==> src/rtl/riscv_pkg.sv <==
// riscv_pkg: shared types for the memory arbiter (access sizes, FSM states, owners, alignment check)
package riscv_pkg;
    localparam int XLEN = 32;
    typedef enum logic [1:0] {MEM_BYTE = 2'b00, MEM_HALFW = 2'b01, MEM_WORD = 2'b10} mem_size_e;
    typedef enum logic [1:0] {ARB, WAIT_IF, WAIT_LS, ERR_LS} arb_state_e;
    typedef enum logic {OWNER_IF, OWNER_LS} arb_owner_e;
    function automatic logic is_misaligned(mem_size_e size, logic [1:0] addr);
        return (size == MEM_HALFW && addr[0]) || (size == MEM_WORD && addr != 2'b00);
    endfunction
endpackage

==> src/rtl/arb_starve_counter.sv <==
// arb_starve_counter: saturating count of cycles IF waited, flags when the limit is reached
//   clk_i/rst_ni: clock, async active-low reset; inc: count one wait cycle; clr: IF was granted
//   at_limit: count has reached LIMIT
module arb_starve_counter #(
    parameter int LIMIT = 4
) (
    input  logic clk_i,
    input  logic rst_ni,
    input  logic inc,
    input  logic clr,
    output logic at_limit
);
    localparam int W = $clog2(LIMIT + 1);
    logic [W-1:0] cnt;
    assign at_limit = int'(cnt) >= LIMIT;
    always_ff @(posedge clk_i or negedge rst_ni) begin
        if (!rst_ni) cnt <= '0;
        else if (clr) cnt <= '0;
        else if (inc && !at_limit) cnt <= cnt + 1'b1;
    end
endmodule

==> src/rtl/imem_dmem_arbiter.sv <==
// imem_dmem_arbiter: shares one memory port between instruction fetch (IF) and load/store (LS)
//   if_*  : IF word-read requester (req/gnt/rvalid/rdata)
//   ls_*  : LS read/write requester, ls_err_o flags misaligned accesses alongside ls_rvalid_o
//   mem_* : single-ported memory, one outstanding transaction
//   Build option ARB_STARVE_GUARD_EN: forces IF ahead after STARVE_LIMIT cycles of losing to LS.
module imem_dmem_arbiter
    import riscv_pkg::*;
#(
    parameter int STARVE_LIMIT = 4,
    parameter int XLEN = riscv_pkg::XLEN
) (
    input  logic            clk_i,
    input  logic            rst_ni,
    input  logic            if_req_i,
    input  logic [XLEN-1:0] if_addr_i,
    output logic            if_gnt_o,
    output logic            if_rvalid_o,
    output logic [XLEN-1:0] if_rdata_o,
    input  logic            ls_req_i,
    input  logic            ls_we_i,
    input  mem_size_e       ls_size_i,
    input  logic [XLEN-1:0] ls_addr_i,
    input  logic [XLEN-1:0] ls_wdata_i,
    output logic            ls_gnt_o,
    output logic            ls_rvalid_o,
    output logic            ls_err_o,
    output logic [XLEN-1:0] ls_rdata_o,
    output logic            mem_req_o,
    output logic            mem_we_o,
    output mem_size_e       mem_size_o,
    output logic [XLEN-1:0] mem_addr_o,
    output logic [XLEN-1:0] mem_wdata_o,
    input  logic            mem_gnt_i,
    input  logic            mem_rvalid_i,
    input  logic [XLEN-1:0] mem_rdata_i
);
    arb_state_e state, state_n;
    arb_owner_e owner, owner_n;
    logic lock, lock_n, force_if, sel_ls, has_req, mis, ls_mem_done;
    logic [XLEN-1:0] if_rdata_q, ls_rdata_q;

`ifdef ARB_STARVE_GUARD_EN
    logic at_limit;
    arb_starve_counter #(.LIMIT(STARVE_LIMIT)) u_starve (
        .clk_i,
        .rst_ni,
        .inc      (if_req_i && !if_gnt_o && (state == ARB || state == WAIT_LS)),
        .clr      (if_gnt_o),
        .at_limit
    );
    assign force_if = at_limit && if_req_i;
`else
    // STARVE_LIMIT has no effect without the guard; strict LS priority
    assign force_if = STARVE_LIMIT < 0;
`endif

    always_comb begin
        // a locked transaction keeps its owner regardless of the live requests
        sel_ls      = lock ? owner == OWNER_LS : ls_req_i && !force_if;
        has_req     = lock || sel_ls || if_req_i;
        mis         = state == ARB && sel_ls && is_misaligned(ls_size_i, ls_addr_i[1:0]);
        mem_req_o   = state == ARB && has_req && !mis;
        mem_we_o    = mem_req_o && sel_ls && ls_we_i;
        mem_size_o  = !mem_req_o ? MEM_BYTE : sel_ls ? ls_size_i : MEM_WORD;
        mem_addr_o  = !mem_req_o ? '0 : sel_ls ? ls_addr_i : if_addr_i;
        mem_wdata_o = mem_we_o ? ls_wdata_i : '0;
        if_gnt_o    = mem_req_o && mem_gnt_i && !sel_ls;
        ls_gnt_o    = mis || (mem_req_o && mem_gnt_i && sel_ls);
        ls_mem_done = state == WAIT_LS && mem_rvalid_i;
        if_rvalid_o = state == WAIT_IF && mem_rvalid_i;
        ls_rvalid_o = ls_mem_done || state == ERR_LS;
        ls_err_o    = state == ERR_LS;
        if_rdata_o  = if_rvalid_o ? mem_rdata_i : if_rdata_q;
        ls_rdata_o  = ls_mem_done ? mem_rdata_i : ls_rdata_q;
        state_n     = state;
        owner_n     = owner;
        lock_n      = lock;
        case (state)
            ARB: begin
                if (mis) begin
                    state_n = ERR_LS;
                    lock_n  = 1'b0;
                end else if (mem_req_o) begin
                    owner_n = sel_ls ? OWNER_LS : OWNER_IF;
                    lock_n  = !mem_gnt_i;
                    state_n = !mem_gnt_i ? ARB : sel_ls ? WAIT_LS : WAIT_IF;
                end
            end
            WAIT_IF, WAIT_LS: state_n = mem_rvalid_i ? ARB : state;
            ERR_LS: state_n = ARB;
        endcase
    end

    always_ff @(posedge clk_i or negedge rst_ni) begin
        if (!rst_ni) begin
            state      <= ARB;
            owner      <= OWNER_IF;
            lock       <= 1'b0;
            if_rdata_q <= '0;
            ls_rdata_q <= '0;
        end else begin
            state      <= state_n;
            owner      <= owner_n;
            lock       <= lock_n;
            if_rdata_q <= if_rdata_o;
            ls_rdata_q <= ls_rdata_o;
        end
    end
endmodule

==> config.mk <==
export PLATFORM = sky130hd
export DESIGN_NAME = imem_dmem_arbiter
export DESIGN_NICKNAME = d
export VERILOG_FILES = /design/src/rtl/riscv_pkg.sv /design/src/rtl/arb_starve_counter.sv /design/src/rtl/imem_dmem_arbiter.sv
export SDC_FILE = /design/constraint.sdc
export NUM_CORES = 1
export LEC_CHECK = 0
export CORE_AREA = 2 2 107 109
export CTS_CLUSTER_SIZE = 25
export DETAILED_ROUTE_END_ITERATION = 8
export DIE_AREA = 0 0 109 111
export PLACE_DENSITY = 0.84
export SYNTH_ARGS = -nofsm -noshare
export SYNTH_HDL_FRONTEND = slang
export SYNTH_SLANG_ARGS = --single-unit
==> constraint.sdc <==
create_clock -name clk_i -period 2.13 [get_ports clk_i]
set_input_delay 0.426 -clock clk_i [delete_from_list [all_inputs] [get_ports clk_i]]
set_output_delay 0.426 -clock clk_i [all_outputs]
set_load 0.05 [all_outputs]
==> results of run 1 <==
==> per-layer routing <==
metal	global-route usage	up-vias	part of all wire
li1	-	1618	-
met1	0.333	1922	0.33
met2	0.545	257	0.52
met3	0.121	75	0.097
met4	0.180	0	0.053
met5	0	-	0
==> cells in the final DEF, fill, tap and decap left out, types with 6 or more instances in the layout <==
master / netlist / final
buf_4: 0 / 34
dfrtp_1: 68 / 68
clkdlybuf4s50_1: 0 / 128
a22o_4: 0 / 30
clkbuf_16: 0 / 12
mux2_4: 0 / 64
buf_6: 6 / 11
and3_4: 0 / 30
buf_16: 0 / 6
buf_12: 0 / 144
==> area by class of cell <==
| cell class | count | area [sq um] | share of cell area |
|---|---|---|---|
| Multi-Input combinational cell | 167 | 2270 | 0.243 |
| Tap cell | 143 | 179 | 0.0191 |
| Sequential cell | 68 | 1700 | 0.182 |
| Antenna cell | 2 | 5.00 | 0.000535 |
| Timing Repair Buffer | 334 | 4830 | 0.517 |
| Clock inverter | 7 | 98.8 | 0.0106 |
| Inverter | 8 | 32.5 | 0.00348 |
| Clock buffer | 9 | 225 | 0.0241 |
==> timing repair <==
item                                    4_1_cts  5_1_grt
gates cloned                                  9        2
hold endpoints to repair                      0        0
endpoints found under the setup margin      134      136
gates resized for setup                     124       36
pin swaps                                    26       13
buffers inserted                             22       12
hold buffers                                  0        0
==> logic make-up (layout without fill, tap and decap cells) <==
group | count (synthesis) | count (layout) | synth area share
AO/OA/AOI/OAI | 45 | 45 | 0.114
AND/OR/NAND/NOR | 52 | 52 | 0.0991
flip-flops | 68 | 68 | 0.507
other | 0 | 2 | 0
buffers and inverters | 26 | 358 | 0.0436
multiplexers | 66 | 66 | 0.222
adder cells (fa/ha/maj) | 4 | 4 | 0.0149
==> cells in the mapped netlist, drive strengths merged <==
library cell | n | area [sq um]
a2111oi | 1 | 8.76
a21o | 1 | 7.51
a21oi | 1 | 5.00
a22o | 32 | 294
a31oi | 1 | 6.26
and2 | 1 | 6.26
and3 | 33 | 230
buf | 15 | 105
clkbuf | 3 | 11.3
dfrtp | 68 | 1700
ha | 4 | 50.1
inv | 8 | 30.0
mux2 | 64 | 721
mux2i | 2 | 23.8
nand2 | 5 | 18.8
nand2b | 2 | 12.5
nand3b | 1 | 7.51
nor2 | 6 | 22.5
nor2b | 1 | 6.26
nor3 | 2 | 21.3
o21a | 1 | 7.51
o21ai | 5 | 28.8
o22a | 1 | 8.76
o32ai | 1 | 8.76
o41ai | 1 | 8.76
or3 | 1 | 7.51
==> through the flow <==
stage	cells	hold WS [ps]	setup TNS, ps
2_1_floorplan	261	130	-570
3_3_place_gp	682	470	-35080
3_5_place_dp	682	476	-36140
4_1_cts	729	127	-24390
5_1_grt	738	139	-35400
6_report	738	121	-31420
==> registers in the layout (all words and copies together), names as in the netlist <==
name	count
state	2
if_rdata_q	32
ls_rdata_q	32
lock	1
owner	1
==> where the power goes <==
group          switching [mW]  leakage, nW  internal [mW]
Clock                   0.609        0.156           1.03
Combinational            6.69         3.34           6.50
Sequential              0.304        0.810           1.94
==> worst paths after layout <==
| path | startpoint | end | slack, ps |
|---|---|---|---|
| max in group asynchronous | rst_ni | ls_rdata_q[3]$_DFF_PN0_ | 1720 |
| hold / removal | rst_ni | ls_rdata_q[29]$_DFF_PN0_ | 120 |
| setup reg to reg | lock$_DFFE_PN0P_ | lock$_DFFE_PN0P_ | 180 |
| hold reg to reg | if_rdata_q[11]$_DFF_PN0_ | if_rdata_q[11]$_DFF_PN0_ | 520 |
| setup / recovery | lock$_DFFE_PN0P_ | mem_addr_o[16] | -310 |
| min in group clk_i | if_rdata_q[11]$_DFF_PN0_ | if_rdata_q[11]$_DFF_PN0_ | 520 |
==> worst max-delay path: stages (launching register included) <==
cell     delay (ps)
dfrtp_1         430
mux2i_2         350
nor3_4          110
buf_6           140
buf_12          130
buf_16          130
a22o_4          260
buf_12          150
==> metrics.log, run 1 <==
INFO  metric status = finished with violations
INFO  metric failed_checks = negative setup slack
INFO  metric p_leak = ~4.3 nW
INFO  metric synth_fp_nets = about 400
INFO  metric syn-instance-count = ~260
INFO  metric worst-endpoint-required = approximately 1700 ps
INFO  metric cts_buffer_depth = 2
INFO  metric design.die.area = 12,100 sq um
INFO  metric cts.reportedPaths.clkPinSlew = roughly 70 ps
INFO  metric first_pass_grt_wire_length = around 29,000 um
INFO  metric area_growth_syn_to_layout = 178%
INFO  metric via_per_inst = 5.25
INFO  metric final.setup_skew = between 10 and 15 ps
INFO  metric timing.final.crit_share = 1.15
INFO  metric power_density = 1830 nW/um^2
INFO  metric worst-path-max-fanout = 5
INFO  metric grt_start_max_net_pins = 69
INFO  metric post-route-drc-count = 0
INFO  metric die_width = 109 um
INFO  metric initial_utilization = 0.303
INFO  metric cts.htree.levels = 3
INFO  metric placement.cell_area = ~8000 sq um
INFO  metric cts_buffers = 9
INFO  metric grt.total_usage = 0.320
INFO  metric synth_area = ~3400 sq um
INFO  metric worst_pin_slew = approximately 520 ps
INFO  metric cp.arrival = between 2000 and 2500 ps
INFO  metric ys_seq_elements = between 60 and 70
INFO  metric n_fill_cell = roughly 480
INFO  metric ys_seq_area_frac = 0.507
INFO  metric rsz0062_at_grt = true
INFO  metric detailedRoute.firstIterationViolations = about 240
INFO  metric routed-via-count = 3,872
INFO  metric drive_above_1_share = 0.629
INFO  metric timing.final.setup_violations = ~140
INFO  metric fin_ws = -312 ps
INFO  metric grt_overflow = 0
INFO  metric final_max_slew_viol_count = 0
INFO  metric number_of_antenna_violations_at_the_first_check_in_global_routing = 2
INFO  metric die_y = 111 um
INFO  metric power = 17.1 mW
INFO  metric core_area = between 10,000 and 15,000 sq um
INFO  metric postRouteWirelength = about 22,000 um
INFO  metric headroom_to_the_max_slew_limit = 0.652
INFO  metric fmax = 409 MHz
INFO  metric cp-start-kind = register
INFO  metric finalNetCount = approximately 730
INFO  metric fin_area = just over 9000 sq um
INFO  metric cts.root.buffer_cell = clkbuf_16
INFO  metric syn-mean-instance-area = roughly 13 sq um
INFO  metric fp-row-count = 39
INFO  metric cts_sinks = between 60 and 70
INFO  metric top_level_ports = 274
INFO  metric max_cap_violations = 0
INFO  metric ir_worst_vdd = about 1.5 mV
INFO  metric globalplace.congestion = 0.840
INFO  metric finalHoldViolCount = 0
INFO  metric first_global_vias = approximately 4,400
INFO  metric detail-route-antenna-nets = 0
INFO  metric final_core_utilization = 0.844
INFO  metric min_period = ~2400 ps
INFO  metric reg2regPathDepth = 6
INFO  metric buffer_ports.inserted = 273
INFO  metric criticalPathCategory = reg -> out
INFO  metric drt-pass1-iter-count = 4
INFO  metric clk_latency = ~330 ps
INFO  metric wire_per_inst = around 29 um
INFO  metric post_synthesis_cell_type_count = 34
INFO  metric clock_tree_from_tritoncts = done
INFO  metric detailedPlacementHpwl = ~12,000 um
INFO  metric dpl_worst_slack = -457 ps
INFO  metric critPathCaptureType = output pin
INFO  metric worstHoldPathType = in -> async
INFO  metric synth_warn = 0
Power figures use the tool's default switching activity.
==> run 2: changes to the inputs <==
Settings changed: ABC_AREA from default to 1, CORE_AREA 2 2 107 109 to default, CORE_MARGIN from default to 2, CORE_UTILIZATION from default to 34, DIE_AREA 0 0 109 111 to default, PLACE_DENSITY 0.84 to 0.88, REMOVE_ABC_BUFFERS from default to 1.
==> metrics.log, run 2 <==
INFO  metric syn-instance-count = 484 (+85%)
INFO  metric ys_seq_area_frac = 0.465 (-0.0411)
INFO  metric die_width = 108 um (-1.2%)
INFO  metric postCtsSetupBuffers = 24 (+9.1%)
INFO  metric synth_warn = 0 (unchanged)
INFO  metric status = stopped before the end
INFO  metric synthTopCellsByArea = dfrtp_1 (47%), nand2_1 (16%), o21ai_0 (9.0%)
INFO  metric fp-row-count = 37 (-5.1%)
INFO  metric synthMostInstantiatedCell = nand2_1
INFO  metric die_y = 108 um (-3.0%)
INFO  metric cts.htree.levels = 3 (unchanged)
INFO  metric dp_cells = 959 (+41%)
INFO  metric top_level_ports = 274 (unchanged)
INFO  metric placement.cell_area = 8580 sq um (+6.8%)
INFO  metric synth_area = 3660 sq um (+8.8%)
INFO  metric stop_stage = 4_1_cts
INFO  metric cts.root.buffer_cell = clkbuf_8
INFO  metric holdBufCountCts = 0 (unchanged)
INFO  metric synth-main-ff-cell = dfrtp_1
INFO  metric detailedPlacementHpwl = 14,500 um (+17%)
INFO  metric ctsResizeCount = 262 (+110%)
INFO  metric initial_utilization = 0.353 (+0.0493)
INFO  metric synth_top_cell_area_share = 0.465 (-0.0411)
INFO  metric syn-mean-instance-area = 7.55 sq um (-41%)
INFO  metric synth_edf_count = 0 (unchanged)
INFO  metric cts_buffers = 9 (unchanged)
INFO  metric fraction_of_synthesis_flops_using_an_asynchronous_set_or_reset_pin = 1.00 (unchanged)
INFO  metric yosysTopAreaCell = dfrtp_1
INFO  metric globalplace.congestion = 0.856 (+2.0%)
INFO  metric buffer_ports.inserted = 273 (unchanged)
INFO  metric ys_seq_elements = 68 (unchanged)
INFO  metric post_synthesis_cell_type_count = 18 (-47%)
INFO  metric toolErrorMsg = [ERROR DPL-0033] detailed placement checks failed during check placement.
INFO  metric cts_buffer_depth = 2 (unchanged)
INFO  metric synth_top_cells_by_count = nand2_1 (157), inv_1 (80), dfrtp_1 (68)
INFO  metric cts_sinks = 68 (unchanged)
INFO  metric dpl_worst_slack = -436 ps (+21.4 ps)
==> run 2: cell types whose count changed after synthesis, moves of 19 or more <==
cell	previous run	this run
nor3_2	0	27
o21ai_0	3	66
and3_2	19	0
mux2_2	64	0
nand2_1	5	157
a22o_1	21	0
inv_1	8	80
a21oi_1	1	34
==> run 2: per-stage QoR <==
stage | setup TNS, ps | hold slack, ps | utilization
2_1_floorplan | -169590 | 130 | -
3_5_place_dp | -27280 | 504 | 0.827
3_3_place_gp | -17350 | 488 | 0.827
==> run 2: logic make-up after synthesis <==
kind of cell,Yosys count,synth area share
compound gates,101,0.139
fa+ha+maj,4,0.0137
buf+inv,109,0.117
flops,68,0.465
simple gates,202,0.265
==> run 3: changes to the inputs <==
Settings changed: CTS_CLUSTER_SIZE 25 to default, PLACE_DENSITY 0.88 to default, PLACE_DENSITY_LB_ADDON from default to 0.15.
==> metrics.log, run 3 <==
INFO  metric status = stopped before the end
INFO  metric stop_stage = 5_1_grt
INFO  metric toolErrorMsg = [ERROR GRT-0232] Routing congestion too high. Check the congestion heatmap in the GUI.
INFO  metric synth_warn = 0 (unchanged)
INFO  metric grt.total_usage = 0.886
INFO  metric yosysTopAreaCell = dfrtp_1
INFO  metric buffer_ports.inserted = 273 (unchanged)
INFO  metric cts.htree.levels = 3 (unchanged)
INFO  metric grt_start_max_net_pins = 50
INFO  metric cts_buffer_depth = 2 (unchanged)
INFO  metric synthMostInstantiatedCell = nand2_1
INFO  metric cts_buffers = 9 (unchanged)
INFO  metric holdBufCountCts = 0 (unchanged)
INFO  metric worst_path_end_type = output port
INFO  metric syn-instance-count = 484 (unchanged)
INFO  metric synth-main-ff-cell = dfrtp_1
INFO  metric cts_sinks = 68 (unchanged)
INFO  metric globalplace.congestion = 0.821 (-4.2%)
INFO  metric die_width = 108 um (unchanged)
INFO  metric syn-mean-instance-area = 7.55 sq um (unchanged)
INFO  metric synth_top_cells_by_count = nand2_1 (157), inv_1 (80), dfrtp_1 (68)
INFO  metric number_of_antenna_violations_at_the_first_check_in_global_routing = 2
INFO  metric ys_seq_area_frac = 0.465 (unchanged)
INFO  metric ys_seq_elements = 68 (unchanged)
INFO  metric top_level_ports = 274 (unchanged)
INFO  metric synth_area = 3660 sq um (unchanged)
INFO  metric detailedPlacementHpwl = 12,300 um (-15%)
INFO  metric post_synthesis_cell_type_count = 18 (unchanged)
INFO  metric grt_repair_worst_endpoint = mem_wdata_o[16]
INFO  metric initial_utilization = 0.353 (unchanged)
INFO  metric fp-row-count = 37 (unchanged)
INFO  metric synthTopCellsByArea = dfrtp_1 (47%), nand2_1 (16%), o21ai_0 (9.0%)
INFO  metric cts.root.buffer_cell = clkbuf_8
INFO  metric synth_top_cell_area_share = 0.465 (unchanged)
INFO  metric grt_overflow = 589
INFO  metric synth_edf_count = 0 (unchanged)
INFO  metric die_y = 108 um (unchanged)
INFO  metric fraction_of_synthesis_flops_using_an_asynchronous_set_or_reset_pin = 1.00 (unchanged)
-- run 3: logic make-up after synthesis --
family | Yosys count | share of synthesized area
compound gates | 101 | 0.139
buf+inv | 109 | 0.117
fa+ha+maj | 4 | 0.0137
simple gates | 202 | 0.265
flops | 68 | 0.465
-- run 3: routing by layer --
layer	global-route usage	GRT overflow
met5	0.148	0
met1	0.787	2
met3	0.651	4
met4	1.05	168
met2	1.16	415
-- run 3: timing repair --
action,CTS
resized for setup,173
gates cloned,9
pin swaps,12
setup buffers,17
endpoints found under the setup margin,134
-- run 3: stage by stage --
step                      worst slack, ps   util  area [sq um]  setup TNS, ps  std cells
after floorplan                     -1360      -          3530        -169590        455
after global placement               -306  0.834          8650         -19240        965
after detailed placement             -384  0.834          8650         -23280        965
after CTS                            -210  0.945          9800         -18730       1003
